File: config.mk
export PLATFORM = sky130hd
export DESIGN_NAME = bullet_pool
export DESIGN_NICKNAME = d
export VERILOG_FILES = /design/src/rtl/bullet_pool.sv
export SDC_FILE = /design/constraint.sdc
export NUM_CORES = 1
export LEC_CHECK = 0
export ABC_AREA = 1
export CAP_MARGIN = 20
export CORE_MARGIN = 5
export CORE_UTILIZATION = 50
export CTS_BUF_LIST = sky130_fd_sc_hd__clkbuf_8
export CTS_CLUSTER_DIAMETER = 100
export DETAILED_ROUTE_END_ITERATION = 8
export PLACE_DENSITY = 0.69
export SYNTH_ARGS = -nofsm -noshare
export SYNTH_HDL_FRONTEND = slang
export SYNTH_SLANG_ARGS = --single-unit
File: constraint.sdc
create_clock -name i_clk -period 3.9 [get_ports i_clk]
set_input_delay 0.78 -clock i_clk [delete_from_list [all_inputs] [get_ports i_clk]]
set_output_delay 0.78 -clock i_clk [all_outputs]
set_load 0.02 [all_outputs]
File: src/rtl/bullet_pool.sv
// Multi-slot projectile manager: spawns bullets from the ship under a fire cooldown,
// moves them upward once per frame, retires them off-screen or on hit, and renders a pixel mask.
module bullet_pool #(
    parameter int N_BULLETS = 4,
    parameter int B_W       = 4,
    parameter int B_H       = 8,
    parameter int SPEED     = 4,
    parameter int COOLDOWN  = 8,
    parameter int COORD_W   = 12
) (
    input  logic                 i_clk,
    input  logic                 i_rst_n,
    input  logic                 i_ani_stb,
    input  logic                 i_animate,
    input  logic                 i_fire,
    input  logic [COORD_W-1:0]   i_ship_x,
    input  logic [COORD_W-1:0]   i_ship_y,
    input  logic [9:0]           i_x,
    input  logic [8:0]           i_y,
    input  logic                 i_hit_valid,
    input  logic [3:0]           i_hit_idx,
    output logic                 o_pixel,
    output logic [3:0]           o_pixel_idx,
    output logic [N_BULLETS-1:0] o_active,
    output logic [4:0]           o_count,
    output logic                 o_fire_ack
);

    localparam int WIDE  = COORD_W + 1;
    localparam int CNT_W = (COOLDOWN > 1) ? $clog2(COOLDOWN + 1) : 1;

    localparam logic [COORD_W-1:0] HALF_W  = COORD_W'(B_W / 2);
    localparam logic [COORD_W-1:0] SPEED_C = COORD_W'(SPEED);
    localparam logic [COORD_W-1:0] B_H_C   = COORD_W'(B_H);
    localparam logic [WIDE-1:0]    B_W_W   = WIDE'(B_W);
    localparam logic [WIDE-1:0]    B_H_W   = WIDE'(B_H);
    localparam logic [CNT_W-1:0]   CD_C    = CNT_W'(COOLDOWN);
    localparam logic [CNT_W-1:0]   CNT_ONE = CNT_W'(1);

    logic [N_BULLETS-1:0] active_q, active_d;
    logic [COORD_W-1:0]   x_q [N_BULLETS];
    logic [COORD_W-1:0]   x_d [N_BULLETS];
    logic [COORD_W-1:0]   y_q [N_BULLETS];
    logic [COORD_W-1:0]   y_d [N_BULLETS];
    logic [CNT_W-1:0]     cnt_q, cnt_d;
    logic [4:0]           count_q, count_d;
    logic                 fire_ack_q, fire_ack_d;
    logic                 pixel_q, pixel_d;
    logic [3:0]           pixel_idx_q, pixel_idx_d;

    logic                 tick;
    logic                 can_fire;
    logic                 spawned;
    logic [N_BULLETS-1:0] kill;
    logic [WIDE-1:0]      px, py;

    // Slot update: move/retire, then kills, then spawn into the lowest free non-killed slot.
    always_comb begin
        // NOTE: every variable gets a default before any branch, so no latches are inferred.
        tick     = i_ani_stb & i_animate;
        active_d = active_q;
        x_d      = x_q;
        y_d      = y_q;
        cnt_d    = cnt_q;
        kill     = '0;
        spawned  = 1'b0;
        count_d  = '0;
        can_fire = tick && i_fire && (cnt_q == '0) && (i_ship_y >= B_H_C);

        for (int i = 0; i < N_BULLETS; i++) begin
            if (tick && active_q[i]) begin
                if (y_q[i] >= SPEED_C) y_d[i] = y_q[i] - SPEED_C;
                else                   active_d[i] = 1'b0;
            end
            if (i_hit_valid && (i_hit_idx == 4'(i))) begin
                kill[i]     = 1'b1;
                active_d[i] = 1'b0;
            end
        end

        for (int i = 0; i < N_BULLETS; i++) begin
            if (can_fire && !spawned && !active_d[i] && !kill[i]) begin
                spawned     = 1'b1;
                active_d[i] = 1'b1;
                x_d[i]      = (i_ship_x < HALF_W) ? '0 : i_ship_x - HALF_W;
                y_d[i]      = i_ship_y - B_H_C;
            end
        end

        // The cooldown test above uses the pre-decrement count.
        if (spawned)                     cnt_d = CD_C;
        else if (tick && cnt_q != '0)    cnt_d = cnt_q - CNT_ONE;

        fire_ack_d = spawned;

        for (int i = 0; i < N_BULLETS; i++) begin
            count_d = count_d + 5'(active_d[i]);
        end
    end

    // Pixel mask: widened compares keep x1+B_W / y1+B_H from wrapping; lowest slot wins.
    always_comb begin
        px          = WIDE'(i_x);
        py          = WIDE'(i_y);
        pixel_d     = 1'b0;
        pixel_idx_d = '0;
        for (int i = N_BULLETS - 1; i >= 0; i--) begin
            if (active_q[i] &&
                ({1'b0, x_q[i]} <= px) && (px < {1'b0, x_q[i]} + B_W_W) &&
                ({1'b0, y_q[i]} <= py) && (py < {1'b0, y_q[i]} + B_H_W)) begin
                pixel_d     = 1'b1;
                pixel_idx_d = 4'(i);
            end
        end
    end

    // NOTE: sequential state uses non-blocking assignments so every flop samples pre-edge values.
    always_ff @(posedge i_clk or negedge i_rst_n) begin
        if (!i_rst_n) begin
            active_q    <= '0;
            // NOTE: the coordinate arrays are a handful of registers, so they are reset like any flop.
            for (int i = 0; i < N_BULLETS; i++) begin
                x_q[i] <= '0;
                y_q[i] <= '0;
            end
            cnt_q       <= '0;
            count_q     <= '0;
            fire_ack_q  <= 1'b0;
            pixel_q     <= 1'b0;
            pixel_idx_q <= '0;
        end else begin
            active_q    <= active_d;
            x_q         <= x_d;
            y_q         <= y_d;
            cnt_q       <= cnt_d;
            count_q     <= count_d;
            fire_ack_q  <= fire_ack_d;
            pixel_q     <= pixel_d;
            pixel_idx_q <= pixel_idx_d;
        end
    end

    assign o_active    = active_q;
    assign o_count     = count_q;
    assign o_fire_ack  = fire_ack_q;
    assign o_pixel     = pixel_q;
    assign o_pixel_idx = pixel_idx_q;

endmodule

==> impl_metrics.py, run 1 <==
metrics = {
    "status": {
        "status": "finished clean",
    },
    "placement": {
        "dp_hpwl_um": 23200,
        "io_buffers": 63,
        "post-place-ws_ns": 0.250,
        "place_area_um2": 11600,
        "gp_congestion": 0.941,
    },
    "clocking": {
        "ctsHoldBuffers": 0,
        "htree_num_levels": 3,
        "cts-resized-gates": 0,
        "cts_tree": "built",
        "cts_setup_buffers": 0,
        "clk_transition_reported_paths_ns": 0.11,
        "clkSinkCount": 111,
        "cts_inserted_buffers": 9,
        "root_buffer": "clkbuf_8",
        "cts_max_path_buffers": 2,
        "clkLatencyLatePin_ns": 0.40,
    },
    "sta": {
        "setup_tns_ns": 0,
        "hold_ws_ns": 0.456,
        "slew_headroom_pct": 48.8,
        "timing.final.crit_period_ns": 3.24,
        "skew_ns": 0.0121,
        "max_freq_mhz": 309,
        "period_share_pct": 83.0,
        "slew_violations": 0,
        "rsz0062_at_grt": "no",
        "worst_slew_pin_slew_ns": 0.768,
        "report.final.hold_viol_count": 0,
        "finalSetupViolCount": 0,
        "worst_slack_ns": 0.661,
    },
    "drt": {
        "wl_per_cell_um": 16.2,
        "drc": 0,
        "met1_length_um": 13800,
        "dr.first_iter.drc_count": 787,
        "wirelength_um": 29100,
        "vias": 9602,
        "met2WireLength_um": 12500,
        "highest_layer": "met4",
        "dr_wl_met3_um": 2130,
        "drtPass1Iterations": 5,
        "antenna_left": 0,
        "via_per_inst": 5.33,
    },
    "logic_synthesis": {
        "ys_types": 54,
        "synth_top_area_share_pct": 26.3,
        "ys_ff_latch": 111,
        "synthArstFlopShare_pct": 100,
        "ys.flop_type": "dfrtp_1",
        "yosysSeqAreaShare_pct": 26.3,
        "netlist_area_um2": 10600,
        "yosys_warnings": 0,
        "syn_area_per_cell_um2": 7.34,
        "yosys-top-cells-area": "dfrtp_1 (26%), ha_1 (22%), nand2_1 (11%)",
        "yosysTopAreaCell": "dfrtp_1",
        "syn_inst": 1440,
        "synth_edf_count": 0,
    },
    "worst_setup_path": {
        "path_max_fanout": 17,
        "cpMaxStageDelayCell": "clkdlybuf4s50_1",
        "required_ns": 4.18,
        "crit_type": "in2reg",
        "worstSetupStartpointType": "input pin",
        "critical_path_buf_inv_count": 5,
        "cp.arrival_ns": 3.52,
        "end_kind": "register",
        "max_stage_delay_ns": 0.47,
        "crit_family": "buffers and inverters",
        "rrSetupSlack_ns": 0.88,
        "path_cells": "clkdlybuf4s50_1 > nand2_2 > inv_2 > nand2_1 > nor2_2 > o21ai_4 > nor2_2 > nand2_2 > buf_4 > nand2_1 > clkinv_1 > nor2_1 > fa_1 > inv_1 > ha_1 > ha_1",
    },
    "grt": {
        "grt_use_total_pct": 24.5,
        "grt_pass1_vias": 9229,
        "grt.overflow.total": 0,
        "grt_max_degree": 58,
        "grt_pass1_wl_um": 47200,
        "grt_antenna_before_repair": 0,
    },
    "finish": {
        "layout-drive-gt1-share_pct": 4.98,
        "num_antenna_cells": 0,
        "nNetsFinal": 1757,
        "syn2layout_area_growth_pct": 11.9,
        "stdcell_area_um2": 11800,
    },
    "power_and_ir_drop": {
        "irDropWorstVdd_mv": 0.371,
        "p_leak_nw": 6.17,
        "power_density_nw_per_um2": 551,
    },
    "floorplanning": {
        "pin_count": 68,
        "rows": 53,
        "fp.dieArea_um2": 24200,
        "fp.dieW_um": 155,
        "die-height_um": 155,
        "coreArea_um2": 20900,
        "start_util_pct": 50.6,
    },
    "job": {
        "max-cap-violations": 0,
    },
    "worst_hold_path": {
        "hold_class": "in2async",
    },
}
==> Yosys cell counts, types with 3 or more instances <==
| master | instances |
|---|---|
| nand2_1 | 310 |
| inv_1 | 230 |
| ha_1 | 182 |
| nor2_1 | 124 |
| dfrtp_1 | 111 |
| o21ai_0 | 87 |
| a21oi_1 | 68 |
| nand3_1 | 64 |
| xor2_1 | 60 |
| nor3_1 | 34 |
| nand4_1 | 27 |
| o21ai_1 | 13 |
| xnor2_1 | 12 |
| buf_2 | 11 |
| o211ai_1 | 10 |
| o221ai_1 | 9 |
| nand3b_1 | 8 |
| or2_2 | 6 |
| buf_4 | 5 |
| inv_2 | 5 |
| a21o_1 | 4 |
| nand2_2 | 4 |
| nor2_2 | 4 |
| o22ai_1 | 4 |
| buf_6 | 3 |
| clkbuf_1 | 3 |
| nand3_2 | 3 |
| nor4_1 | 3 |
| or2_0 | 3 |
==> sequential cells by signal (all words and copies together), names as in the netlist <==
register and cells:
o_pixel_idx 2, o_fire_ack 1, o_active 4, o_count 3, cnt_q 4, x_q 48, y_q 48, o_pixel 1
==> path summary, 6_finish.rpt <==
| path | from | endpoint | cells after the start |
|---|---|---|---|
| min in group i_clk | x_q[23] | x_q[23] | 2 |
| max in group asynchronous | i_rst_n | y_q[3] | 2 |
| min reg2reg | x_q[23] | x_q[23] | 2 |
| max | i_ani_stb | o_count[1] | 16 |
| max reg2reg | y_q[3] | o_count[1] | 14 |
| min | i_rst_n | x_q[26] | 1 |
==> area by class of cell <==
cell class / instances / area, um2
multi-input cells: 1073 / 6780
inverters: 236 / 886
clock inverters: 4 / 52.6
well taps: 275 / 344
fillers: 2005 / 9050
clock buffers: 12 / 165
repair buffers: 90 / 831
flip-flops and latches: 111 / 2780
==> report_power, final <==
group          switching [mW]  internal, mW  total, mW  leakage (nW)
clock                   0.428         0.350      0.778         0.101
sequential              0.614          1.58       2.20          1.39
combinational            2.08          1.47       3.55          4.69
==> cells in the final DEF (no fill, tap or decap), types with 2 or more instances in the layout <==
| cell | count |
|---|---|
| a21boi_0 | 2 |
| a21o_1 | 4 |
| a21oi_1 | 68 |
| a221oi_1 | 2 |
| a31oi_1 | 2 |
| and3_1 | 2 |
| buf_4 | 28 |
| clkbuf_8 | 12 |
| clkdlybuf4s50_1 | 62 |
| clkinvlp_4 | 3 |
| conb_1 | 4 |
| dfrtp_1 | 111 |
| ha_1 | 182 |
| inv_1 | 230 |
| inv_2 | 5 |
| nand2_1 | 310 |
| nand2_2 | 4 |
| nand3_1 | 64 |
| nand3_2 | 3 |
| nand3b_1 | 8 |
| nand4_1 | 27 |
| nor2_1 | 124 |
| nor2_2 | 4 |
| nor3_1 | 34 |
| nor4_1 | 3 |
| o211ai_1 | 10 |
| o21ai_0 | 87 |
| o21ai_1 | 13 |
| o21ai_4 | 2 |
| o21ba_2 | 2 |
| o21bai_1 | 2 |
| o221ai_1 | 9 |
| o22ai_1 | 4 |
| o311ai_0 | 2 |
| or2_0 | 3 |
| or2_2 | 6 |
| xnor2_1 | 12 |
| xor2_1 | 60 |
==> kinds of logic after synthesis <==
| group | Yosys count | share of synthesized area (%) |
|---|---|---|
| and+or+nand+nor | 599 | 24.6 |
| buffers and inverters | 259 | 9.73 |
| AOI/OAI and AO/OA | 215 | 11.7 |
| adders and majority gates | 183 | 21.7 |
| DFF | 111 | 26.3 |
| xor gates and xnor gates | 72 | 5.96 |
| other | 1 | 0.0355 |
==> stage by stage <==
stage / utilization, % / cells / power [mW]
floorplan: - / 1443 / 4.69
global placement: 55.6 / 1785 / 5.58
detailed placement: 55.6 / 1785 / 5.70
CTS: 56.7 / 1801 / 6.50
global route: 56.7 / 1801 / 7.23
finish: 56.7 / 1801 / 6.52
==> routing by layer <==
layer	vias up	global-route usage, %
li1	4847	-
met1	4421	35.9
met2	275	37.5
met3	59	3.81
met4	0	7.13
met5	-	0
(Power assumes the default switching activity.)
==> run 2: changes to the inputs <==
clock period = 3.3 ns   (was 3.9 ns; I/O delays follow)
==> run 2 against run 1 <==
Net effect: routed wire length increased by 1.6%; register-to-register slack worse by 0.49 ns; worst hold slack got worse by 0.32 ns; largest power group unchanged; setup slack lost 0.27 ns; highest routed layer unchanged; core utilization rose by 1.5 points; critical path type is now reg2reg; sequential power rose by 18%; sequential share of layout area shrank 0.60 points; sequential cell count unchanged; cell area increased by 2.6%; non-clock buffer count increased by 41; cell count is 2.3% higher.
==> impl_metrics.py, run 2 (same netlist as run 1, synthesis figures left out) <==
metrics = {
    "drt": {
        "vias": 9733,
        "wl_per_cell_um": 16.1,
        "drc": 0,
        "drtPass1Iterations": 5,
        "antenna_left": 0,
        "via_per_inst": 5.28,
        "wirelength_um": 29600,
        "dr.first_iter.drc_count": 682,
    },
    "finish": {
        "syn2layout_area_growth_pct": 14.9,
        "stdcell_area_um2": 12100,
        "final_cells": 1842,
        "num_antenna_cells": 0,
        "layout_common_cells": "nand2_1 (310), inv_1 (230), ha_1 (182)",
        "nNetsFinal": 1798,
        "fillers": 1991,
        "layout_commonest_cell": "nand2_1",
        "reg.largest.list": "x_q: 48 flops, y_q: 48 flops",
        "final_util_pct": 58.1,
        "layout-drive-gt1-share_pct": 7.47,
    },
    "sta": {
        "rsz0062_at_grt": "no",
        "slew_headroom_pct": 58.5,
        "finalSetupViolCount": 0,
        "period_share_pct": 88.3,
        "skew_ns": 0.0134,
        "slew_violations": 0,
        "worst_slew_pin_slew_ns": 0.617,
        "setup_tns_ns": 0,
        "hold_ws_ns": 0.132,
        "report.final.hold_viol_count": 0,
        "max_freq_mhz": 343,
        "timing.final.crit_period_ns": 2.91,
        "worst_slack_ns": 0.387,
    },
    "grt": {
        "grt_max_degree": 75,
        "grt_pass1_vias": 9159,
        "grt_use_total_pct": 24.9,
        "grt_pass1_wl_um": 47500,
        "grt.overflow.total": 0,
        "grt_antenna_before_repair": 0,
    },
    "worst_setup_path": {
        "critical_path_buf_inv_count": 4,
        "startpoint": "y_q[39]",
        "path_cells": "inv_1 > ha_1 > inv_1 > nor2_1 > nand4_1 > nand3_1 > nand2_2 > nand2_4 > a21oi_4 > nand2_2 > o21ai_0 > inv_1 > fa_1 > inv_1 > ha_1 > ha_1",
        "cp.arrival_ns": 3.21,
        "worstSetupStartpointType": "register",
        "path_max_fanout": 5,
        "critPathMostFrequentCell": "inv_1",
        "end_kind": "register",
        "crit_type": "reg2reg",
        "max_stage_delay_ns": 0.48,
        "crit_family": "adder cells",
        "required_ns": 3.60,
        "cpMaxStageDelayCell": "fa_1",
        "r2r_start": "y_q[39]",
    },
    "clocking": {
        "htree_num_levels": 3,
        "clkLatencyLatePin_ns": 0.40,
        "clk_transition_reported_paths_ns": 0.12,
        "ctsHoldBuffers": 0,
        "cts_max_path_buffers": 2,
        "cts_setup_buffers": 0,
        "root_buffer": "clkbuf_8",
        "clkSinkCount": 111,
        "cts-resized-gates": 0,
        "cts_inserted_buffers": 9,
        "cts_tree": "built",
    },
    "floorplanning": {
        "start_util_pct": 50.6,
        "coreArea_um2": 20900,
        "die-height_um": 155,
        "pin_count": 68,
        "fp.dieArea_um2": 24200,
        "rows": 53,
        "fp.dieW_um": 155,
    },
    "status": {
        "status": "finished clean",
    },
    "worst_hold_path": {
        "hold_class": "in2async",
    },
    "job": {
        "max-cap-violations": 0,
    },
    "placement": {
        "post-place-ws_ns": -0.0246,
        "dp_cells": 1825,
        "place_area_um2": 11900,
        "dp_hpwl_um": 23800,
        "gp_congestion": 0.935,
        "io_buffers": 63,
    },
    "power_and_ir_drop": {
        "p_leak_nw": 6.38,
        "power_density_nw_per_um2": 636,
        "fin_total_pwr_mw": 7.73,
        "irDropWorstVdd_mv": 0.392,
    },
}
run 2: cell count changes in the layout (fill, tap and decap cells not counted), sizes merged:
cell,before,now
clkinvlp,3,1
clkinv,1,3
clkbuf,12,9
inv,235,238
buf,28,69
run 2: report_power, final:
group	total [mW]	switching, mW	internal (mW)
logic	4.25	2.46	1.79
registers	2.59	0.719	1.87
clock network	0.890	0.530	0.360
run 2: worst register-to-register path, stage by stage (launching register included):
cell and delay, ns:
dfrtp_1 0.47, inv_1 0.14, ha_1 0.26, inv_1 0.14
nor2_1 0.06, nand4_1 0.10, nand3_1 0.11, nand2_2 0.13
nand2_4 0.06, a21oi_4 0.13, nand2_2 0.06, o21ai_0 0.10
inv_1 0.08, fa_1 0.48, inv_1 0.04, ha_1 0.17
ha_1 0.26
run 2: layout make-up:
cell class	instances	area [um2]	share of cell area (%)
inverter	236	886	7.29
clock inverter	7	77.6	0.639
clock buffer	9	124	1.02
tap	275	344	2.83
sequential	111	2780	22.9
timing repair buffer	131	1160	9.54
multi-input combinational	1073	6780	55.8
run 2: worst paths after layout:
kind	end	slack, ns	depth (start not counted)
setup reg to reg	o_count[1]	0.39	16
hold reg to reg	x_q[23]	0.50	2
setup / recovery	o_count[1]	0.39	16
max in group asynchronous	x_q[15]	2.30	3
min in group i_clk	x_q[23]	0.50	2
hold / removal	o_count[2]	0.13	1
run 2: layer usage:
metal  track usage [%]  share of wire (%)  up-vias  routed length (um)
li1                  -                  -     4942                   -
met1              36.0                 48     4490               14200
met3              4.42                6.7       37                1980
met2              38.4                 44      264               12900
met5                 0                  0        -                   0
met4              6.71                1.8        0                 545
